**src/rtl/imem_loader_pkg.sv**
```systemverilog
// Shared constants and helpers for the boot-time instruction-memory loader.
package imem_loader_pkg;

    localparam int unsigned STATE_W = 3;

    localparam logic [STATE_W-1:0] ST_IDLE  = 3'd0;
    localparam logic [STATE_W-1:0] ST_LEN   = 3'd1;
    localparam logic [STATE_W-1:0] ST_DATA  = 3'd2;
    localparam logic [STATE_W-1:0] ST_CHECK = 3'd3;
    localparam logic [STATE_W-1:0] ST_FILL  = 3'd4;
    localparam logic [STATE_W-1:0] ST_DONE  = 3'd5;
    localparam logic [STATE_W-1:0] ST_ERR   = 3'd6;

    // All-zero instruction word is a MIPS NOP, so the tail is filled with zero bytes.
    localparam logic [7:0] NOP_BYTE = 8'h00;

    // A length is usable only if it is a whole number of instructions that fits in memory.
    function automatic logic len_legal(input logic [7:0] n, input int unsigned mem_bytes);
        return (n >= 8'd4) && (32'(n) <= mem_bytes) && (n[1:0] == 2'b00);
    endfunction

endpackage

```
**src/rtl/imem_loader.sv**
```systemverilog
// Loads a framed byte image (length, program bytes, XOR checksum) into the
// instruction memory, NOP-fills the tail and holds the core until the image is good.
module imem_loader
    import imem_loader_pkg::*;
#(
    parameter int unsigned MEM_BYTES = 32,
    parameter int unsigned ADDR_W    = $clog2(MEM_BYTES)
) (
    input  logic              clk,
    input  logic              rst,
    input  logic              start,
    input  logic              in_valid,
    input  logic [7:0]        in_data,
    output logic              in_ready,
    output logic              wr_en,
    output logic [ADDR_W-1:0] wr_addr,
    output logic [7:0]        wr_data,
    output logic              cpu_hold,
    output logic              done,
    output logic              err,
    output logic [ADDR_W:0]   byte_count
);

    localparam int unsigned CW = ADDR_W + 1;

    logic [STATE_W-1:0] state;
    logic [STATE_W-1:0] state_next;
    logic [CW-1:0]      len;
    logic [CW-1:0]      fill_ptr;
    logic [7:0]         csum;
    logic               xfer;
    logic               start_ok;
    logic               last_data;
    logic               len_full;
    logic               fill_end;

    // Input is accepted only while the frame is being received.
    assign in_ready  = (state == ST_LEN) || (state == ST_DATA) || (state == ST_CHECK);
    assign xfer      = in_valid && in_ready;
    assign start_ok  = start && ((state == ST_IDLE) || (state == ST_DONE) || (state == ST_ERR));
    assign last_data = (byte_count + CW'(1)) == len;
    assign len_full  = len == CW'(MEM_BYTES);
    assign fill_end  = fill_ptr == CW'(MEM_BYTES);

    // State register.
    always_ff @(posedge clk) begin
        if (rst) begin
            state <= ST_IDLE;
        end else begin
            state <= state_next;
        end
    end

    // Next-state decode.
    always_comb begin
        state_next = state;
        case (state)
            ST_IDLE: begin
                if (start) state_next = ST_LEN;
            end
            ST_LEN: begin
                if (xfer) state_next = len_legal(in_data, MEM_BYTES) ? ST_DATA : ST_ERR;
            end
            ST_DATA: begin
                if (xfer && last_data) state_next = ST_CHECK;
            end
            ST_CHECK: begin
                if (xfer) begin
                    if (in_data != csum) state_next = ST_ERR;
                    else if (len_full)   state_next = ST_DONE;
                    else                 state_next = ST_FILL;
                end
            end
            ST_FILL: begin
                if (fill_end) state_next = ST_DONE;
            end
            ST_DONE, ST_ERR: begin
                if (start) state_next = ST_LEN;
            end
            default: state_next = ST_IDLE;
        endcase
    end

    // Registered outputs, write port, checksum and counters.
    always_ff @(posedge clk) begin
        if (rst) begin
            wr_en      <= 1'b0;
            wr_addr    <= '0;
            wr_data    <= 8'h00;
            cpu_hold   <= 1'b1;
            done       <= 1'b0;
            err        <= 1'b0;
            byte_count <= '0;
            csum       <= 8'h00;
            len        <= '0;
            fill_ptr   <= '0;
        end else begin
            wr_en    <= 1'b0;
            done     <= (state_next == ST_DONE);
            err      <= (state_next == ST_ERR);
            cpu_hold <= (state_next != ST_DONE);

            if (start_ok) begin
                byte_count <= '0;
                csum       <= 8'h00;
            end

            case (state)
                ST_LEN: begin
                    if (xfer) len <= CW'(in_data);
                end
                ST_DATA: begin
                    if (xfer) begin
                        wr_en      <= 1'b1;
                        wr_addr    <= byte_count[ADDR_W-1:0];
                        wr_data    <= in_data;
                        csum       <= csum ^ in_data;
                        byte_count <= byte_count + CW'(1);
                    end
                end
                ST_CHECK: begin
                    // First fill write goes out on the same edge the checksum is accepted.
                    if (xfer && (in_data == csum) && !len_full) begin
                        wr_en    <= 1'b1;
                        wr_addr  <= len[ADDR_W-1:0];
                        wr_data  <= NOP_BYTE;
                        fill_ptr <= len + CW'(1);
                    end
                end
                ST_FILL: begin
                    if (!fill_end) begin
                        wr_en    <= 1'b1;
                        wr_addr  <= fill_ptr[ADDR_W-1:0];
                        wr_data  <= NOP_BYTE;
                        fill_ptr <= fill_ptr + CW'(1);
                    end
                end
                default: ;
            endcase
        end
    end

endmodule
```
**config.mk**
```make
export PLATFORM = sky130hd
export DESIGN_NAME = imem_loader
export DESIGN_NICKNAME = d
export VERILOG_FILES = /design/src/rtl/imem_loader_pkg.sv /design/src/rtl/imem_loader.sv
export SDC_FILE = /design/constraint.sdc
export NUM_CORES = 1
export LEC_CHECK = 0
export BUFFER_PORTS_ARGS = -buffer_cell sky130_fd_sc_hd__buf_4
export CELL_PAD_IN_SITES_DETAIL_PLACEMENT = 0
export CELL_PAD_IN_SITES_GLOBAL_PLACEMENT = 1
export CORE_UTILIZATION = 46
export DETAILED_ROUTE_END_ITERATION = 16
export PLACE_DENSITY = 0.94
export SYNTH_ARGS = -nofsm -noshare
export SYNTH_HDL_FRONTEND = slang
export SYNTH_SLANG_ARGS = --single-unit
```
**constraint.sdc**
```tcl
create_clock -name clk -period 5.83 [get_ports clk]
set_input_delay 1.166 -clock clk [delete_from_list [all_inputs] [get_ports clk]]
set_output_delay 1.166 -clock clk [all_outputs]
set_load 0.02 [all_outputs]
```
# --- Yosys cells after proc, flatten, opt, wreduce, memory -nomap -nowiden ---
# Index checks and enable logic that the tools add are counted.
totals:
  n_memories: 0
  mem_bits_rw: 0
  wordCells: 84
  in_bits: 12
  romBits: 0
  register_bits: 46
  latch_bits: 0
classes:
  div_mod_pow: 0
  bitwise: 1
  order_cmp: 2
  reduce_logical: 20
  shift: 0
  mux: 30
  multipliers: 0
  n_addsub: 3
  eq_ne: 17
op_table:
  columns: ["operator", "n"]
  rows:
  - ["8-bit two-way mux", 6]
  - ["6-bit two-way mux", 5]
  - ["8-bit case mux with 3 select lines", 1]
  - ["6-bit by 1-bit adder with 6-bit output (second input constant)", 3]
  - ["3-bit two-way mux", 6]
  - ["3-bit equality test (second input constant)", 5]
  - ["5-bit two-way mux", 3]
  - ["3-bit case mux with 5 select lines", 1]
  - ["5-bit case mux with 3 select lines", 1]
  - ["6-bit equality test (second input constant)", 2]
  - ["6-bit case mux with 2 select lines", 1]
  - ["8-bit equality test", 1]
  - ["8-bit by 3-bit greater-or-equal comparator with 1-bit output (second input constant)", 1]
  - ["8-bit by 6-bit <= comparator with 1-bit output (second input constant)", 1]
  - ["8-bit inequality test", 1]
  - ["8-bit XOR", 1]
  - ["1-bit logical AND", 7]
  - ["3-bit by 2-bit equality test with 1-bit output (second input constant)", 2]
  - ["6-bit equality test", 1]
  - ["1-bit logical OR", 4]
  - ["1-bit two-way mux", 4]
  - ["2-bit inequality test (second input constant)", 2]
  - ["4-bit AND reduction", 1]
  - ["3-bit by 1-bit equality test with 1-bit output (second input constant)", 1]
  - ["other kinds (12)", 12]

# --- Depth between registers and ports, before layout ---
# Gate-level depths: netlist of run 1.
depth:
  depth_word: 8
  depth_mapped: 11
  ltp_nobuf: 9

# --- Least setup slack after synthesis of run 1 ---
# OpenSTA, ideal clock, no wires.
synth_timing:
  path_kind: "input to register"
  from: "in in_data[5]"
  to: "reg fill_ptr[4]"
  path_slack_ns: 3.286
  t_arrival_ns: 2.425
  cell_stages: 7
  required_time_ns: 5.710
  path_cell_list: "buf_6 -> xor2_1 -> nor4_4 -> nand3_2 -> or2_4 -> and2_0 -> o31a_1"
synth_between:
  elab_chain_cells: 5
synth_rtl:
  columns: ["element", "line_no", "rtl"]
  rows:
  - ["from (decl)", "imem_loader.sv:13", "input logic [7:0] in_data,"]
  - ["8-bit equality test", "imem_loader.sv:123", "if (xfer && (in_data == csum) && !len_full) begin"]
  - ["1-bit logical AND (2 in series)", "imem_loader.sv:123", null]
  - ["2-bit by 1-bit inequality test with 1-bit output (no line)", null, null]
  - ["3-bit AND reduction (no line)", null, null]
  - ["to (signal assigned)", "imem_loader.sv:127", "fill_ptr <= len + CW'(1);"]
  - ["to (signal assigned)", "imem_loader.sv:135", "fill_ptr <= fill_ptr + CW'(1);"]
  - ["to (decl)", "imem_loader.sv:29", "logic [CW-1:0] fill_ptr;"]
# No other way between the ends.
# A chain may end at the register's enable or synchronous reset.

# --- Final worst setup path of run 1 ---
layout_timing:
  from: "reg state[1]"
  to: "reg fill_ptr[4]"
layout_between:
  elab_chain_cells: 8
  word_cells_on_any_way: 14
  classes_between: "eq/ne (6); mux (1); reduce/logical (7)"
layout_rtl:
  columns: ["element", "line_no", "rtl"]
  rows:
  - ["from (decl)", "imem_loader.sv:26", "logic [STATE_W-1:0] state;"]
  - ["from (signal assigned)", "imem_loader.sv:50", "state <= state_next;"]
  - ["3-bit by 1-bit equality test with 1-bit output / 3-bit by 2-bit equality test with 1-bit output (equally long branches)", "imem_loader.sv:38", "assign in_ready = (state == ST_LEN) || (state == ST_DATA) || (state == ST_CHECK);"]
  - ["1-bit logical OR (2 in series)", "imem_loader.sv:38", null]
  - ["1-bit logical AND", "imem_loader.sv:39", "assign xfer = in_valid && in_ready;"]
  - ["1-bit logical AND (2 in series)", "imem_loader.sv:123", null]
  - ["2-bit by 1-bit inequality test with 1-bit output (no line)", null, null]
  - ["3-bit AND reduction (no line)", null, null]
# Several ways; a longest one is shown, not always the timed one.

==> impl_metrics.toml, run 1 <==
[setup_path]
path_class = "reg -> reg"
crit_fanout = 20
critPathRequiredTime_ns = 6.08
rr_endpoint = "fill_ptr[4]"
r2r-start = "state[1]"
cp-start-kind = "register"
crit_path_end_kind = "register"
crit_arrival_ns = 3.15
ff2ff_path_depth = 9
ff2ff_setup_slack_ns = 2.93

[power]
ir_drop_mv = 0.220
p_leak_nw = 1.12
powerDensity_mw_per_mm2 = 237

[yosys]
synth_cells = 317
synth_top_area_share_pct = 35.0
synth_enable_flop_cells = 0
synth_seq_area_share_pct = 35.0
ys.flop_type = "dfxtp_1"
avgSynthCellArea_um2 = 8.30
syn_nets = 331
yosys_warnings = 0
syn_area_mm2 = 0.00263
ys_seq_elements = 46
ys_async_sr_fraction_pct = 0
ys_top_cells_by_area = "dfxtp_1, nor2_1, a21oi_1"
synth_top_area_cell = "dfxtp_1"
synth.distinct_cells = 51

[floorplan]
ioPinCount = 36
fp.dieH_um = 77.7
die_area_mm2 = 0.00603
start_util_pct = 47.8
num_rows = 27
die_x_um = 77.7
core_mm2 = 0.00551

[clock_tree]
cts-buffers-inserted = 5
root_buffer = "clkbuf_8"
cts.sink_count = 46
clock_path_buffers = 2
ctsHoldBuffers = 0
cts_resized = 0
clk_pin_slew_ns = 0.10
htreeDepth = 2
clock_latency_ns = 0.30
post-cts-setup-buffers = 0
cts_tree = "built"

[routing]
routed_wl_mm = 6.31
drt_first_pass_iters = 4
drt_iter0_drc = 154
vias = 2365
post-route-drc-count = 0
wl_per_cell_um = 15.3
ant_nets = 0
viasPerCell = 5.74

[layout]
utilization_pct = 54.1
fill_cells = 526
register_area_um2 = 921
drive_gt1_share_pct = 18.2
n_antenna_cell = 0
nets = 353
multiInputGateArea_mm2 = 0.00157
layout.cells.most_common_list = "dfxtp_1, nor2_1, buf_4"
syn2layout_area_growth_pct = 13.2
final_common_cell = "dfxtp_1"

[global_route]
track_usage_pct = 22.5
grt_max_degree = 37
grt_pass1_wl_mm = 10.7
antenna_found_initial = 0
grt_overflow = 0
grt_pass1_vias = 2175

[timing]
slew_headroom_pct = 30.5
rsz0062_at_grt = "false"
period_share_pct = 49.8
period_needed_ns = 2.90
worstMarginPinSlew_ns = 1.04
tns_ns = 0
max_freq_mhz = 345
hold_viol_final = 0
setup_violations = 0
hold_slack_ns = 0.490
drv_slew = 0
finClkSkew_ns = 0.0102

[hold_path]
hold_depth = 1
hold_path.class = "reg -> reg"
hp-start = "wr_data[5]"
holdPathEnd = "wr_data[5]"

[run]
cap_violations = 0

[place]
portBuffers = 35
hpwl_mm = 4.40
gp_congestion = 0.870

[outcome]
status = "complete, no violations"
[power breakdown]
group	switching [W]	internal (W)
combinational	0.0000724	0.0000497
clock	0.000116	0.000128
sequential	0.0000191	0.000323
total	0.000207	0.000501
[how the worst max path moves through the flow]
| stage | end | start |
|---|---|---|
| floorplan | fill_ptr[4] | in_data[5] |
| global placement | fill_ptr[4] | state[1] |
| detailed placement | csum[1] | start |
| CTS | fill_ptr[4] | state[1] |
| global route | fill_ptr[4] | state[1] |
| finish | fill_ptr[4] | state[1] |
[logic make-up (layout without fill, tap and decap cells)]
family | after synthesis | after routing | share of synthesized area [%]
compound gates | 88 | 88 | 21.0
xor+xnor | 18 | 18 | 5.99
fa+ha+maj | 3 | 3 | 1.33
buf+inv | 26 | 49 | 5.51
flops | 46 | 46 | 35.0
mux | 15 | 15 | 5.94
simple gates | 121 | 121 | 25.3
[layer usage]
layer	track usage (%)	share of wire [%]	vias up
met5	0	0	-
met4	6.04	0.84	0
met3	6.12	6.1	5
met2	34.2	45	69
met1	31.1	48	1111
li1	-	-	1180
[cells in the mapped netlist, types with 9 or more instances]
| master | count |
|---|---|
| a21oi_1 | 29 |
| a22o_1 | 9 |
| clkbuf_1 | 13 |
| dfxtp_1 | 46 |
| mux2i_1 | 13 |
| nand2_1 | 20 |
| nand3_1 | 12 |
| nand3b_1 | 10 |
| nor2_1 | 42 |
| o21ai_0 | 17 |
| o22ai_1 | 11 |
| xor2_1 | 12 |
[per-stage QoR]
step	cell area [µm²]	instances	power (W)	worst slack, ns
floorplan	2630	317	0.000439	3.29
global placement	2870	404	0.000469	3.00
detailed placement	2870	404	0.000470	2.96
CTS	2980	412	0.000714	2.98
global route	2980	412	0.000741	2.70
finish	2980	412	0.000708	2.93
[final cells by class]
cell class                 instances  share of cell area, %
sequential                        46                   30.9
clock inverter                     3                   1.51
clock buffer                       5                   2.31
tap                               72                   3.02
inverter                           5                  0.630
multi-input combinational        245                   52.6
timing repair buffer              36                   9.07
[critical path, stage by stage, from the launching register on]
cell and delay, ns:
dfxtp_1 0.86, nor2_2 0.14, nand2_1 0.51, nand2_1 0.09
o21ai_0 0.13, ha_1 0.36, nand3_1 0.13, xor2_1 0.16
a221oi_1 0.29, o31a_1 0.18
[flip-flops by register name, summed over array words and instances (netlist names)]
register,cells
csum,8
wr_data,8
byte_count,6
fill_ptr,6
len,6
wr_addr,5
state,3
cpu_hold,1
done,1
err,1
wr_en,1
Power figures use the tool's default switching activity.
==> run 2: changes to the inputs <==
--- a/config.mk
+++ b/config.mk
@@ -5,12 +5,13 @@
 export SDC_FILE = /design/constraint.sdc
 export NUM_CORES = 1
 export LEC_CHECK = 0
+export ABC_AREA = 1
 export BUFFER_PORTS_ARGS = -buffer_cell sky130_fd_sc_hd__buf_4
 export CELL_PAD_IN_SITES_DETAIL_PLACEMENT = 0
 export CELL_PAD_IN_SITES_GLOBAL_PLACEMENT = 1
-export CORE_UTILIZATION = 46
+export CORE_UTILIZATION = 36
 export DETAILED_ROUTE_END_ITERATION = 16
-export PLACE_DENSITY = 0.94
+export PLACE_DENSITY = 0.85
 export SYNTH_ARGS = -nofsm -noshare
 export SYNTH_HDL_FRONTEND = slang
 export SYNTH_SLANG_ARGS = --single-unit
==> constraint.sdc (replaced) <==
create_clock -name clk -period 2.55 [get_ports clk]
set_input_delay 0.51 -clock clk [delete_from_list [all_inputs] [get_ports clk]]
set_output_delay 0.51 -clock clk [all_outputs]
set_load 0.02 [all_outputs]
==> run 2 against run 1 <==
Non-clock buffer count up 2. Synthesized cell count up 31%. Critical path type unchanged. Utilization down 11 points. Via count up 14%. Wire length up 13%. Global-route usage down 2.8 points. Largest power group unchanged.
==> impl_metrics.toml, run 2 <==
[layout]
layout.cells.most_common_list = "nand2_1, nor2_1, inv_1"
utilization_pct = 43.4
final_common_cell = "nand2_1"
nets = 460
fill_cells = 784
n_antenna_cell = 0
drive_gt1_share_pct = 14.3
syn2layout_area_growth_pct = 16.9
top_regs = "csum (8), wr_data (8)"

[setup_path]
crit_arrival_ns = 2.39
critPathRequiredTime_ns = 2.76
ff2ff_setup_slack_ns = 0.37
r2r-start = "state[2]"
startpoint = "state[2]"
path_class = "reg -> reg"
ff2ff_path_depth = 7
rr_endpoint = "wr_data[1]"
crit_fanout = 16
cp-start-kind = "register"
crit_path_end_kind = "register"

[clock_tree]
clock_path_buffers = 2
cts-buffers-inserted = 5
htreeDepth = 2
clk_pin_slew_ns = 0.09
cts_tree = "built"
cts.sink_count = 46
post-cts-setup-buffers = 0
root_buffer = "clkbuf_8"
clock_latency_ns = 0.30
cts_resized = 0
ctsHoldBuffers = 0

[yosys]
yosysMostFrequentCell = "nand2_1"
synth_mux_area_share_pct = 0
synth_top_area_cell = "dfxtp_1"
synth_top_family_by_area = "simple AND/OR/NAND/NOR gates"
synthXorXnorAreaFrac_pct = 3.90
syn_nets = 429
ys_seq_elements = 46
synth_compound_area_share_pct = 13.6
yosys_warnings = 0
synth_commonest_cells = "nand2_1, nor2_1, inv_1, dfxtp_1, nand3_1"
avgSynthCellArea_um2 = 6.49
synth_enable_flop_cells = 0
synth_top_area_share_pct = 34.2
ys.flop_type = "dfxtp_1"
ys_async_sr_fraction_pct = 0
synthAdderAreaFrac_pct = 0.929
synth.distinct_cells = 31
ys_top_cells_by_area = "dfxtp_1, nand2_1, nor2_1"
yosys.area_share.simple_pct = 37.2
syn_area_mm2 = 0.00270
synth_cells = 415
synth_seq_area_share_pct = 34.2

[floorplan]
core_mm2 = 0.00725
die_area_mm2 = 0.00784
num_rows = 31
die_x_um = 88.5
fp.dieH_um = 88.5
ioPinCount = 36
start_util_pct = 37.2

[timing]
hold_slack_ns = 0.484
setup_violations = 0
max_freq_mhz = 458
slew_headroom_pct = 60.4
finClkSkew_ns = 0.0119
worstMarginPinSlew_ns = 0.595
drv_slew = 0
hold_viol_final = 0
period_share_pct = 85.6
period_needed_ns = 2.18
rsz0062_at_grt = "false"
fin_ws_ns = 0.368
tns_ns = 0

[hold_path]
hold_depth = 3
hold_path.class = "in -> reg"
hp-start = "in_data[4]"
holdPathEnd = "len[4]"

[routing]
post-route-drc-count = 0
routed_wl_mm = 7.14
wl_per_cell_um = 13.1
ant_nets = 0
viasPerCell = 4.92
drt_iter0_drc = 141
drt_first_pass_iters = 4
vias = 2688

[place]
gp_congestion = 0.909
hpwl_mm = 5.37
portBuffers = 35
pre_cts_ws_ns = 0.415

[global_route]
grt_pass1_wl_mm = 11.8
grt_max_degree = 22
grt_overflow = 0
antenna_found_initial = 0
track_usage_pct = 19.6
grt_pass1_vias = 2439

[power]
powerDensity_mw_per_mm2 = 741
ir_drop_mv = 0.303
power_w = 0.00233
p_leak_nw = 1.44

[run]
cap_violations = 0

[outcome]
status = "complete, no violations"
-- run 2: cell count changes after synthesis, sizes merged, moves of 9 or more --
cell	change
nand2	+89
a22o	-9
nor2	+25
a211oi	+11
mux2i	-13
nand3b	-9
nand3	+21
inv	+44
-- run 2: worst max path at each step --
stage / endpoint / slack, ns / cells past startpoint
final: wr_data[1] / 0.37 / 7
after global routing: wr_addr[3] / 0.19 / 7
after CTS: wr_addr[3] / 0.39 / 7
after detailed placement: wr_data[1] / 0.42 / 7
after global placement: wr_addr[1] / 0.45 / 7
after floorplan: fill_ptr[4] / 0.86 / 11
-- run 2: report_power, final --
group | switching [W] | internal (W) | leakage, nW
Combinational | 0.000501 | 0.000276 | 0.999
Clock | 0.000261 | 0.000393 | 0.0683
Sequential | 0.0000871 | 0.000816 | 0.374
-- run 2: kinds of logic after synthesis --
kind of cell	after synthesis
AOI/OAI and AO/OA	63
xor gates and xnor gates	12
adders and majority gates	2
buffers and inverters	63
DFF	46
and+or+nand+nor	229
-- run 2: stage by stage --
step           cell area, µm²  cells
2_1_floorplan            2700    415
3_3_place_gp             3010    538
3_5_place_dp             3010    538
4_1_cts                  3150    546
5_1_grt                  3150    546
6_report                 3150    546
-- run 2: layout make-up --
class	count	area, µm²	share of cell area (%)
timing repair buffer	38	285	9.05
clock inverter	3	68.8	2.18
inverter	49	184	5.84
sequential	46	921	29.2
multi-input combinational	306	1500	47.6
tap	99	124	3.93
clock buffer	5	68.8	2.18
-- run 2: per-layer routing --
| metal | vias to the layer above | GRT usage [%] | share of wire, % |
|---|---|---|---|
| met2 | 83 | 30.8 | 43 |
| met4 | 0 | 6.89 | 2.0 |
| met5 | - | 0 | 0 |
| met1 | 1196 | 26.7 | 49 |
| met3 | 12 | 4.01 | 6.1 |
| li1 | 1397 | - | - |
-- run 2: critical path, cell delays in order, from the launching register on --
cell	delay [ns]
dfxtp_1	0.66
nand2_2	0.33
o21ai_0	0.15
o21ai_0	0.17
a21oi_2	0.49
nand3_1	0.17
nand2_1	0.09
nor2_1	0.04
==> run 3: changes to the inputs <==
--- a/config.mk
+++ b/config.mk
@@ -9,6 +9,7 @@
 export BUFFER_PORTS_ARGS = -buffer_cell sky130_fd_sc_hd__buf_4
 export CELL_PAD_IN_SITES_DETAIL_PLACEMENT = 0
 export CELL_PAD_IN_SITES_GLOBAL_PLACEMENT = 1
+export CORE_ASPECT_RATIO = 0.6
 export CORE_UTILIZATION = 36
 export DETAILED_ROUTE_END_ITERATION = 16
 export PLACE_DENSITY = 0.85
==> run 3 against run 2 <==
Combinational power grew 1%. Utilization increased by 0.38 points. Register-to-register slack gained 0.02 ns. Critical path depth unchanged. Via count decreased by 0.93%. Wire length is 5.3% higher.
==> impl_metrics.toml, run 3 (same netlist as run 2, synthesis figures left out) <==
[outcome]
status = "complete, no violations"

[setup_path]
path_class = "reg -> reg"
crit_arrival_ns = 2.36
cp-start-kind = "register"
crit_fanout = 16
crit_buf_inv = 0
slowest_delay_ns = 0.64
worstPathCellList = "nand2_2 -> o21ai_0 -> o21ai_0 -> a21oi_2 -> nand3_1 -> nand2_1 -> nor2_1"
crit_path_end_kind = "register"
cp_slowest_cell = "dfxtp_1"
cpLargestDelayFamily = "compound AO/OA/AOI/OAI gates"
critPathRequiredTime_ns = 2.74
cpMostUsedCell = "o21ai_0"

[clock_tree]
htreeDepth = 2
post-cts-setup-buffers = 0
ctsHoldBuffers = 0
cts.sink_count = 46
cts_tree = "built"
root_buffer = "clkbuf_16"
clock_latency_ns = 0.29
clock_path_buffers = 2
cts_resized = 0
cts-buffers-inserted = 5
clk_pin_slew_ns = 0.06

[timing]
period_share_pct = 84.9
rsz0062_at_grt = "false"
finClkSkew_ns = 0.00484
worstMarginPinSlew_ns = 0.636
drv_slew = 0
slew_headroom_pct = 57.6
hold_viol_final = 0
max_freq_mhz = 462
setup_violations = 0
tns_ns = 0
hold_slack_ns = 0.480
period_needed_ns = 2.16

[routing]
vias = 2663
post-route-drc-count = 0
routed_wl_mm = 7.52
drt_first_pass_iters = 5
viasPerCell = 4.83
drt_iter0_drc = 185
ant_nets = 0
wl_per_cell_um = 13.6

[floorplan]
ioPinCount = 36
die_x_um = 114
fp.dieH_um = 69.0
num_rows = 24
start_util_pct = 37.1
die_area_mm2 = 0.00785
core_mm2 = 0.00727

[global_route]
grt_pass1_wl_mm = 12.3
grt_overflow = 0
grt_pass1_vias = 2375
antenna_found_initial = 0
grt_max_degree = 20
track_usage_pct = 20.4

[layout]
utilization_pct = 43.8
n_antenna_cell = 0
top_regs = "csum (8), wr_data (8)"
drive_gt1_share_pct = 14.3
nets = 460
syn2layout_area_growth_pct = 18.2
layout.cells.most_common_list = "nand2_1, nor2_1, inv_1"
final_common_cell = "nand2_1"

[hold_path]
hold_path.class = "reg -> reg"

[power]
powerDensity_mw_per_mm2 = 765
ir_drop_mv = 0.358
p_leak_nw = 1.46

[run]
cap_violations = 0

[place]
hpwl_mm = 5.77
gp_congestion = 0.890
portBuffers = 35
-- run 3: power by group --
group | leakage, nW | internal [W] | switching, W
clock network | 0.0836 | 0.000459 | 0.000284
registers | 0.374 | 0.000817 | 0.0000901
logic | 0.999 | 0.000276 | 0.000511
-- run 3: path summary, 6_finish.rpt --
path | startpoint | end | slack [ns] | depth (start not counted)
worst min-delay path | wr_addr[4] | wr_addr[4] | 0.48 | 2
worst max-delay path | state[2] | wr_addr[3] | 0.39 | 7
worst max register to register | state[2] | wr_addr[3] | 0.39 | 7
worst min register to register | wr_addr[4] | wr_addr[4] | 0.48 | 2
-- run 3: worst register-to-register path, delay by kind of cell (launching register included) --
kind | cells | cell delay, ns
AOI/OAI and AO/OA | 3 | 0.77
and+or+nand+nor | 4 | 0.66
DFF | 1 | 0.64
-- run 3: through the flow --
step	worst slack (ns)	total power, W	cells	cell area [µm²]
6_report	0.385	0.00244	551	3180
5_1_grt	0.185	0.00260	551	3180
4_1_cts	0.417	0.00245	551	3180
3_5_place_dp	0.430	0.00170	543	3020
3_3_place_gp	0.438	0.00170	543	3020
2_1_floorplan	0.858	0.00148	415	2700
-- run 3: area by class of cell --
type,count,area (µm²)
Clock inverter,3,40.0
Multi-Input combinational cell,306,1500
Timing Repair Buffer,38,285
Fill cell,807,4080
Sequential cell,46,921
Clock buffer,5,125
Tap cell,104,130
Inverter,49,184
-- run 3: routing by layer --
| layer | GRT usage [%] | share of wire [%] | wire, µm | up-vias |
|---|---|---|---|---|
| met5 | 0 | 0 | 0 | - |
| met4 | 4.82 | 0.96 | 72 | 0 |
| met3 | 4.49 | 7.9 | 593 | 9 |
| met2 | 26.6 | 36 | 2720 | 91 |
| met1 | 32.7 | 55 | 4130 | 1165 |
| li1 | - | - | - | 1398 |
